## config.mk

```make
export PLATFORM = sky130hd
export DESIGN_NAME = mem_arbiter
export DESIGN_NICKNAME = d
export VERILOG_FILES = /design/src/rtl/mem_arbiter.sv
export SDC_FILE = /design/constraint.sdc
export NUM_CORES = 1
export LEC_CHECK = 0
export ABC_AREA = 0
export CORE_ASPECT_RATIO = 0.8
export CORE_MARGIN = 8
export CORE_UTILIZATION = 37
export CTS_BUF_LIST = sky130_fd_sc_hd__clkbuf_4 sky130_fd_sc_hd__clkbuf_8 sky130_fd_sc_hd__clkbuf_16
export CTS_CLUSTER_DIAMETER = 40
export DETAILED_ROUTE_END_ITERATION = 6
export GPL_ROUTABILITY_DRIVEN = 1
export PLACE_DENSITY = 0.78
export SYNTH_ARGS = -nofsm -noshare
export SYNTH_HDL_FRONTEND = slang
export SYNTH_SLANG_ARGS = --single-unit
```

## constraint.sdc

```tcl
create_clock -name clk -period 1.8 [get_ports clk]
set_input_delay 0.36 -clock clk [delete_from_list [all_inputs] [get_ports clk]]
set_output_delay 0.36 -clock clk [all_outputs]
set_load 0.01 [all_outputs]
```

## src/rtl/mem_arbiter.sv

```systemverilog
// rtl/mem_arbiter.sv - round-robin arbiter sharing one memory port between fetch (I) and data (D)
module mem_arbiter #(
  parameter int ADDR_W = 32,
  parameter int DATA_W = 32,
  parameter int CNT_W  = 16
) (
  input  logic                  clk,
  input  logic                  reset,
  input  logic                  i_req,
  input  logic [ADDR_W-1:0]     i_addr,
  output logic [DATA_W-1:0]     i_rdata,
  output logic                  i_ack,
  input  logic                  d_req,
  input  logic                  d_we,
  input  logic [ADDR_W-1:0]     d_addr,
  input  logic [DATA_W-1:0]     d_wdata,
  input  logic [DATA_W/8-1:0]   d_be,
  output logic [DATA_W-1:0]     d_rdata,
  output logic                  d_ack,
  output logic                  m_req,
  output logic                  m_we,
  output logic [ADDR_W-1:0]     m_addr,
  output logic [DATA_W-1:0]     m_wdata,
  output logic [DATA_W/8-1:0]   m_be,
  input  logic [DATA_W-1:0]     m_rdata,
  input  logic                  m_ack,
  output logic [CNT_W-1:0]      conflicts
);

  typedef enum logic [2:0] {IDLE, SERVE_I, SERVE_D, RESP_I, RESP_D} state_t;

  state_t                state_q, state_d;
  logic                  m_req_q, m_req_d;
  logic                  m_we_q, m_we_d;
  logic [ADDR_W-1:0]     m_addr_q, m_addr_d;
  logic [DATA_W-1:0]     m_wdata_q, m_wdata_d;
  logic [DATA_W/8-1:0]   m_be_q, m_be_d;
  logic                  i_ack_q, i_ack_d;
  logic                  d_ack_q, d_ack_d;
  logic [DATA_W-1:0]     i_rdata_q, i_rdata_d;
  logic [DATA_W-1:0]     d_rdata_q, d_rdata_d;
  logic [CNT_W-1:0]      conflicts_q, conflicts_d;
  logic                  last_q, last_d;  // 1 = D was granted last
  logic                  i_elig, d_elig, grant_i, grant_d;

  always_comb begin
    state_d     = state_q;
    m_req_d     = m_req_q;
    m_we_d      = m_we_q;
    m_addr_d    = m_addr_q;
    m_wdata_d   = m_wdata_q;
    m_be_d      = m_be_q;
    i_ack_d     = 1'b0;
    d_ack_d     = 1'b0;
    i_rdata_d   = i_rdata_q;
    d_rdata_d   = d_rdata_q;
    conflicts_d = conflicts_q;
    last_d      = last_q;
    i_elig      = 1'b0;
    d_elig      = 1'b0;
    grant_i     = 1'b0;
    grant_d     = 1'b0;

    case (state_q)
      SERVE_I: begin
        if (m_ack) begin
          m_req_d   = 1'b0;
          m_we_d    = 1'b0;
          i_rdata_d = m_rdata;
          i_ack_d   = 1'b1;
          state_d   = RESP_I;
        end
      end
      SERVE_D: begin
        if (m_ack) begin
          m_req_d = 1'b0;
          m_we_d  = 1'b0;
          if (!m_we_q) d_rdata_d = m_rdata;
          d_ack_d = 1'b1;
          state_d = RESP_D;
        end
      end
      default: begin
        // The side acked this cycle still holds req high, so it sits out this decision.
        i_elig = i_req && (state_q != RESP_I);
        d_elig = d_req && (state_q != RESP_D);
        if (i_elig && d_elig) begin
          grant_i = last_q;
          grant_d = !last_q;
          if (conflicts_q != {CNT_W{1'b1}})
            conflicts_d = conflicts_q + {{(CNT_W-1){1'b0}}, 1'b1};
        end else begin
          grant_i = i_elig;
          grant_d = d_elig;
        end

        if (grant_i) begin
          state_d   = SERVE_I;
          last_d    = 1'b0;
          m_req_d   = 1'b1;
          m_we_d    = 1'b0;
          m_addr_d  = i_addr;
          m_wdata_d = '0;
          m_be_d    = '1;
        end else if (grant_d) begin
          state_d   = SERVE_D;
          last_d    = 1'b1;
          m_req_d   = 1'b1;
          m_we_d    = d_we;
          m_addr_d  = d_addr;
          m_wdata_d = d_wdata;
          m_be_d    = d_be;
        end else begin
          state_d = IDLE;
        end
      end
    endcase
  end

  always_ff @(posedge clk) begin
    if (reset) begin
      state_q     <= IDLE;
      m_req_q     <= 1'b0;
      m_we_q      <= 1'b0;
      m_addr_q    <= '0;
      m_wdata_q   <= '0;
      m_be_q      <= '0;
      i_ack_q     <= 1'b0;
      d_ack_q     <= 1'b0;
      i_rdata_q   <= '0;
      d_rdata_q   <= '0;
      conflicts_q <= '0;
      last_q      <= 1'b1;
    end else begin
      state_q     <= state_d;
      m_req_q     <= m_req_d;
      m_we_q      <= m_we_d;
      m_addr_q    <= m_addr_d;
      m_wdata_q   <= m_wdata_d;
      m_be_q      <= m_be_d;
      i_ack_q     <= i_ack_d;
      d_ack_q     <= d_ack_d;
      i_rdata_q   <= i_rdata_d;
      d_rdata_q   <= d_rdata_d;
      conflicts_q <= conflicts_d;
      last_q      <= last_d;
    end
  end

  assign m_req     = m_req_q;
  assign m_we      = m_we_q;
  assign m_addr    = m_addr_q;
  assign m_wdata   = m_wdata_q;
  assign m_be      = m_be_q;
  assign i_ack     = i_ack_q;
  assign d_ack     = d_ack_q;
  assign i_rdata   = i_rdata_q;
  assign d_rdata   = d_rdata_q;
  assign conflicts = conflicts_q;

endmodule
```

* Yosys cells after proc, flatten, opt, wreduce, memory -nomap -nowiden
Index checks and enable logic that the tools add are counted.
Storage, ports and cells: register bits after elaboration 156, input port bits 138, logic and storage cells 64
Cells by class: add/sub/neg operators 1, equal/unequal tests 8, muxes and demuxes 24, bitwise operators 4, reduce and logical (&&, ||, !) cells 15
Operators by type and width (number):
- 2-to-1 mux 32 bit | 4
- adder 16 x 1 -> 16 bit, second input constant | 1
- inequality test 16 bit, second input constant | 1
- 2-to-1 mux 1 bit | 13
- 2-to-1 mux 4 bit | 2
- AND reduction 2 bit | 4
- 2-to-1 mux 3 bit | 2
- case mux 3 bit (2 select lines) | 1
- AND reduction 3 bit | 2
- OR reduction 2 bit | 3
- 2-to-1 mux 2 bit | 2
- inequality test 2 bit, second input constant | 2
- inverter 1 bit | 4
- == test 3 x 1 -> 1 bit, second input constant | 1
- == test 3 x 2 -> 1 bit, second input constant | 1
- logical AND 1 bit | 3
- inequality test 3 x 2 -> 1 bit, second input constant | 1
- inequality test 3 bit, second input constant | 1
- nonzero test 3 bit | 1
- inequality test 2 x 1 -> 1 bit, second input constant | 1
- nonzero test 2 bit | 1
- zero test 1 bit | 1

* Depth between registers and ports, before layout
Gate-level depths: netlist (run 1).
depth after elaboration 8, gate-level depth with buffers 8

* Worst setup path after synthesis (run 1)
Ideal clock, no wire load.
path kind reg2reg, start register conflicts_q[0] (netlist: conflicts[0]), end register conflicts_q[7] (netlist: conflicts[7]), library setup time 0.124 ns, arrival time 1.742 ns, path slack -0.067 ns, cell stages (with the launch flop) 8, clock period less this slack 1.867 ns, cell sequence dfxtp_1 -> ha_1 -> nand2_1 -> or4b_1 -> buf_6 -> o2111ai_1 -> xor2_1 -> nor2_1
Between the ends: longest elaborated chain between the ends 2
Ends and longest elaborated chain:
- from (decl) | RTL line 42 | logic [CNT_W-1:0] conflicts_q, conflicts_d;
- from (signal assigned) | RTL line 145 | conflicts_q <= conflicts_d;
- branches (longest 2 deep; another with adder 16 x 1 -> 16 bit)
Parallel ways; which one is timed is not known. A chain may end at the register's enable or synchronous reset.

* Worst setup path in the final report (run 1)
start register conflicts_q[1] (netlist: conflicts[1]), end register conflicts_q[1] (netlist: conflicts[1])
Same word-level chain as after synthesis.

==> results.yml, run 1 <==
timing:
  final-max-slew-violation-count: 0
  setup_viol: 0
  fin_crit_sh: 0.994
  maxSlewHeadroom: 0.797
  worst_pin_slew_ns: 0.303
  holdWs_ns: 0.299
  hold_viol_final: 0
  finClkSkew_ns: 0.00885
  fin_setup_tns_ns: 0
  max_freq_mhz: 559
  grt_setup_unrepaired: "yes"
  finalCriticalPeriod_ns: 1.79
min_path:
  hold_path.startpoint: "reset"
  min_delay_worst_endpoint: "conflicts[0]"
  worstHoldPathType: "in -> reg"
  hold_path_depth: 2
power_and_ir_drop:
  vdd_drop_max_uv: 620
  fin_total_pwr_mw: 9.91
  leakage_nw: 3.87
  powerDensity_mw_per_mm2: 987
synth:
  synth_edf_count: 0
  synth_top_cell_by_area: "dfxtp_1"
  synth_top_area_frac: 0.528
  async_flop_share: 0
  avgSynthCellArea_um2: 8.50
  ys_seq_area_frac: 0.528
  synthCells: 696
  synth_area_mm2: 0.00592
  ys_types: 49
  synth_common_cells: "nand2_1 (170), dfxtp_1 (156), a21oi_1 (103)"
  ys_warn_count: 0
  yosysMostFrequentCell: "nand2_1"
  ys_top_cells_by_area: "dfxtp_1 (53%), nand2_1 (11%), a21oi_1 (8.7%)"
  syn_nets: 835
  synth-main-ff-cell: "dfxtp_1"
  ys_ff_latch: 156
cts:
  h-tree-depth: 4
  path_clk_slew_ns: 0.07
  cts_made_buffers: 17
  cts.path.max_buffers: 2
  clkSinkCount: 156
  root_buffer: "clkbuf_16"
  cts-hold-fix-buffers: 0
  cts_tree: "done"
  insertion_delay_ns: 0.42
setup_path:
  path_max_fanout: 7
  start_kind: "flip-flop"
  crit_arrival_ns: 2.09
  crit_required_ns: 2.11
  regToRegStartpoint: "conflicts[1]"
  rrSetupSlack_ns: 0.01
  crit_type: "reg -> reg"
  r2r_cells: 7
  reg2reg_to: "conflicts[1]"
  end_kind: "flip-flop"
finish:
  nets: 1141
  drive_above_1_share: 0.115
  fill_cells: 1364
  fin_util: 0.639
  n_antenna_cell: 0
  register_area_mm2: 0.00314
  multi_input_area_mm2: 0.00262
  fin_area_mm2: 0.0100
  area.growth.synth_to_final_pct: 69.5
die:
  die-area_mm2: 0.0203
  core_area_mm2: 0.0157
  die_height_um: 129
  initial_core_util: 0.377
  rows: 41
  io_pins: 290
  die_x_um: 157
global_routing:
  met1_usage: 0.225
  grt_pass1_wl_um: 31400
  grt_pass1_vias: 6006
  grt_max_degree: 66
  grt_use_met2: 0.321
  grt_antenna_before_repair: 0
  grt_usage: 0.195
  globalRouteOverflowTotal: 0
  top_usage_layer: "met2"
  met3_usage: 0.0852
job:
  maxCapViolCount: 0
placement:
  place.port_buffers: 289
  postPlaceCellArea_mm2: 0.00934
  place_congestion: 0.792
  hpwl_um: 14900
route:
  vias_per_cell: 4.95
  route.detailed.drc: 0
  firstDrtPassIters: 5
  vias: 6085
  antenna_left: 0
  drtIter0Drc: 265
  routed_wirelength_um: 20700
  post_drt_wl_per_cell_um: 16.8
status:
  status: "finished clean"
==> state kept, by name, indices dropped and copies added, names as in the netlist <==
signal	count
d_rdata	32
i_rdata	32
m_addr	32
m_wdata	32
conflicts	16
m_be	4
state_q	3
d_ack	1
i_ack	1
last_q	1
m_req	1
m_we	1
==> area by class of cell <==
| class | count | share of cell area |
|---|---|---|
| repair buffers | 341 | 0.342 |
| flip-flops and latches | 156 | 0.313 |
| multi-input cells | 483 | 0.261 |
| clock buffers | 18 | 0.0438 |
| well taps | 215 | 0.0268 |
| clock inverters | 14 | 0.0126 |
| inverters | 3 | 0.00112 |
==> metrics by stage <==
step	std cells	setup WS [ns]
5_1_grt	1230	-0.0733
3_3_place_gp	1194	-0.322
3_5_place_dp	1194	-0.406
2_1_floorplan	696	0.0147
4_1_cts	1226	0.000334
6_report	1230	0.0111
==> report_power, final <==
part / total (mW) / leakage (nW) / internal, mW / switching (mW)
logic: 2.49 / 2.32 / 1.34 / 1.15
registers: 4.00 / 1.28 / 3.80 / 0.196
clock network: 3.42 / 0.270 / 1.85 / 1.57
==> cell usage in the layout, fill, tap and decap left out, drive strengths merged, types with 6 or more instances in the layout <==
master	Yosys	routed
dfxtp	156	156
a21oi	104	104
o21ai	6	6
xor2	9	9
buf	19	53
clkdlybuf4s50	0	275
clkbuf	34	18
a22o	32	32
nand2b	6	6
dlygate4sd2	0	7
nand2	170	170
nor3	13	13
inv	3	10
a211oi	34	34
dlymetal6s2s	0	6
nor2	62	62
==> layer usage <==
metal	vias to the layer above	routed length [µm]
met3	25	2210
met4	0	317
li1	3006	-
met2	237	9960
met1	2817	8220
met5	-	0
==> what timing repair did <==
| action | in CTS | in global routing |
|---|---|---|
| buffers inserted | 0 | 5 |
| pin swaps | 1 | 11 |
| endpoints found under the setup margin | 15 | 91 |
| gates resized for setup | 9 | 30 |
| endpoints found under the hold margin | 0 | 0 |
==> critical path, stage by stage (launching register included) <==
cell and delay (ns):
dfxtp_2 0.35, ha_4 0.15, nand2_4 0.05, or4b_4 0.53, buf_8 0.16, o21ai_4 0.18
mux2i_1 0.19, nor2_1 0.06
==> cells by family after synthesis <==
group | after synthesis | synth area share
AOI/OAI and AO/OA | 199 | 0.219
DFF | 156 | 0.528
adders and majority gates | 1 | 0.00211
xor gates and xnor gates | 9 | 0.0133
muxes | 2 | 0.00338
and+or+nand+nor | 272 | 0.190
buffers and inverters | 57 | 0.0442
==> how the worst max path moves through the flow <==
stage / startpoint / to / slack (ns) / depth (start not counted)
final: conflicts[1] / conflicts[1] / 0.01 / 7
after global routing: conflicts[1] / conflicts[1] / -0.07 / 7
after CTS: conflicts[0] / conflicts[7] / 0.0003 / 7
after detailed placement: d_req / m_addr[8] / -0.41 / 7
after global placement: d_req / m_addr[16] / -0.32 / 7
after floorplan: conflicts[0] / conflicts[7] / 0.01 / 7
(Power assumes the default switching activity.)
==> run 2: changes to the inputs <==
Settings changed: PLACE_DENSITY 0.78 to 0.73.
==> run 2 against run 1 <==
  * Register-to-register slack gained 0.02 ns
  * Worst hold slack gained 0.023 ns
  * First-iteration DRC count grew 19%
  * Via count shrank 0.41%
  * Setup slack gained 0.023 ns
  * Cell area grew 0.32%
  * Critical path type unchanged
==> results.yml, run 2 (synthesized netlist as in run 1, its figures left out) <==
status:
  status: "finished clean"
power_and_ir_drop:
  powerDensity_mw_per_mm2: 1010
  leakage_nw: 3.95
  vdd_drop_max_uv: 615
setup_path:
  path_cells: "ha_4 > nand2_4 > or4b_4 > buf_6 > o21ai_4 > mux2i_1 > nor2_1"
  crit_type: "reg -> reg"
  cp_slowest_cell: "or4b_4"
  crit_arrival_ns: 2.07
  path_max_fanout: 4
  crit_required_ns: 2.10
  end_kind: "flip-flop"
  worst-path-buf-inv: 1
  crit_family: "simple AND/OR/NAND/NOR gates"
  critical-path-max-stage-delay_ns: 0.49
  start_kind: "flip-flop"
finish:
  fin_area_mm2: 0.0101
  final_common_cell: "clkdlybuf4s50_1"
  nets: 1144
  fill_cells: 1352
  drive_above_1_share: 0.115
  area.growth.synth_to_final_pct: 70.1
  final_cell_mix: "clkdlybuf4s50_1 (271), nand2_1 (169), dfxtp_1 (151)"
  n_antenna_cell: 0
  fin_util: 0.641
global_routing:
  grt_max_degree: 39
  grt_antenna_before_repair: 0
  globalRouteOverflowTotal: 0
  grt_use_met2: 0.326
  met1_usage: 0.230
  met3_usage: 0.0915
  grt_pass1_wl_um: 31800
  top_usage_layer: "met2"
  grt_pass1_vias: 6049
  grt_usage: 0.199
cts:
  cts_made_buffers: 17
  root_buffer: "clkbuf_16"
  cts-hold-fix-buffers: 0
  clkSinkCount: 156
  cts.path.max_buffers: 2
  insertion_delay_ns: 0.43
  h-tree-depth: 4
  path_clk_slew_ns: 0.06
  cts_tree: "done"
route:
  drtIter0Drc: 316
  firstDrtPassIters: 4
  vias: 6060
  routed_wirelength_um: 20900
  post_drt_wl_per_cell_um: 16.9
  vias_per_cell: 4.91
  antenna_left: 0
  route.detailed.drc: 0
timing:
  max_freq_mhz: 566
  finalCriticalPeriod_ns: 1.77
  grt_setup_unrepaired: "yes"
  finClkSkew_ns: 0.0117
  holdWs_ns: 0.322
  setup_viol: 0
  worst_pin_slew_ns: 0.390
  hold_viol_final: 0
  final-max-slew-violation-count: 0
  maxSlewHeadroom: 0.740
  fin_crit_sh: 0.981
min_path:
  worstHoldPathType: "in -> reg"
placement:
  postPlaceCellArea_mm2: 0.00935
  hpwl_um: 15300
  place.port_buffers: 289
  place_congestion: 0.794
die:
  initial_core_util: 0.377
  die_x_um: 157
  die_height_um: 129
  rows: 41
  core_area_mm2: 0.0157
  io_pins: 290
  die-area_mm2: 0.0203
job:
  maxCapViolCount: 0
[run 2: cell types whose count changed in the layout (fill, tap and decap cells not counted), moves of 3 or more]
cell,before,now
dfxtp_4,3,0
inv_8,3,0
clkdlybuf4s50_1,275,271
bufinv_16,0,3
dlymetal6s2s_1,6,9
buf_6,2,7
[run 2: path summary, 6_finish.rpt]
kind	from	cells after the start	slack [ns]	to
hold / removal	reset	2	0.32	conflicts[5]
setup / recovery	conflicts[0]	7	0.03	conflicts[1]
hold reg to reg	i_rdata[21]	2	0.45	i_rdata[21]
setup reg to reg	conflicts[0]	7	0.03	conflicts[1]
[run 2: worst reg2reg max path, cell delays in order (launching register included)]
cell and delay [ns]:
dfxtp_2 0.35, ha_4 0.15, nand2_4 0.05, or4b_4 0.49
buf_6 0.15, o21ai_4 0.18, mux2i_1 0.20, nor2_1 0.05
[run 2: stage by stage]
stage | power [mW] | worst slack (ns) | instances | setup TNS [ns]
after floorplan | 5.12 | 0.0147 | 696 | 0
after global placement | 6.48 | -0.287 | 1200 | -20.38
after detailed placement | 6.51 | -0.336 | 1200 | -22.16
after CTS | 10.2 | -0.0137 | 1232 | -0.0238
after global routing | 10.7 | -0.0525 | 1233 | -0.0525
final | 10.2 | 0.0341 | 1233 | 0
[run 2: area by class of cell]
type                            count  area [µm²]  area share
Timing Repair Buffer              344        3440       0.342
Sequential cell                   156        3130       0.311
Multi-Input combinational cell    483        2600       0.259
Clock buffer                       19         447      0.0444
Tap cell                          215         269      0.0267
Clock inverter                     13         165      0.0164
Inverter                            3        11.3     0.00112
[run 2: timing repair]
| action | CTS | global route |
|---|---|---|
| gates resized for setup | 10 | 32 |
| pin swaps | 0 | 5 |
| setup endpoints to repair | 11 | 58 |
| buffers inserted | 0 | 2 |
| hold endpoints to repair | 0 | 0 |
| cloned | 0 | 0 |
[run 2: layer usage]
metal,share of wire,vias up
li1,-,3016
met4,0.014,0
met2,0.47,213
met5,0,-
met3,0.10,17
met1,0.41,2814
[run 2: where the power goes]
group	switching, mW	internal (mW)
registers	0.186	3.80
clock network	1.49	2.24
logic	1.16	1.31
total	2.84	7.35
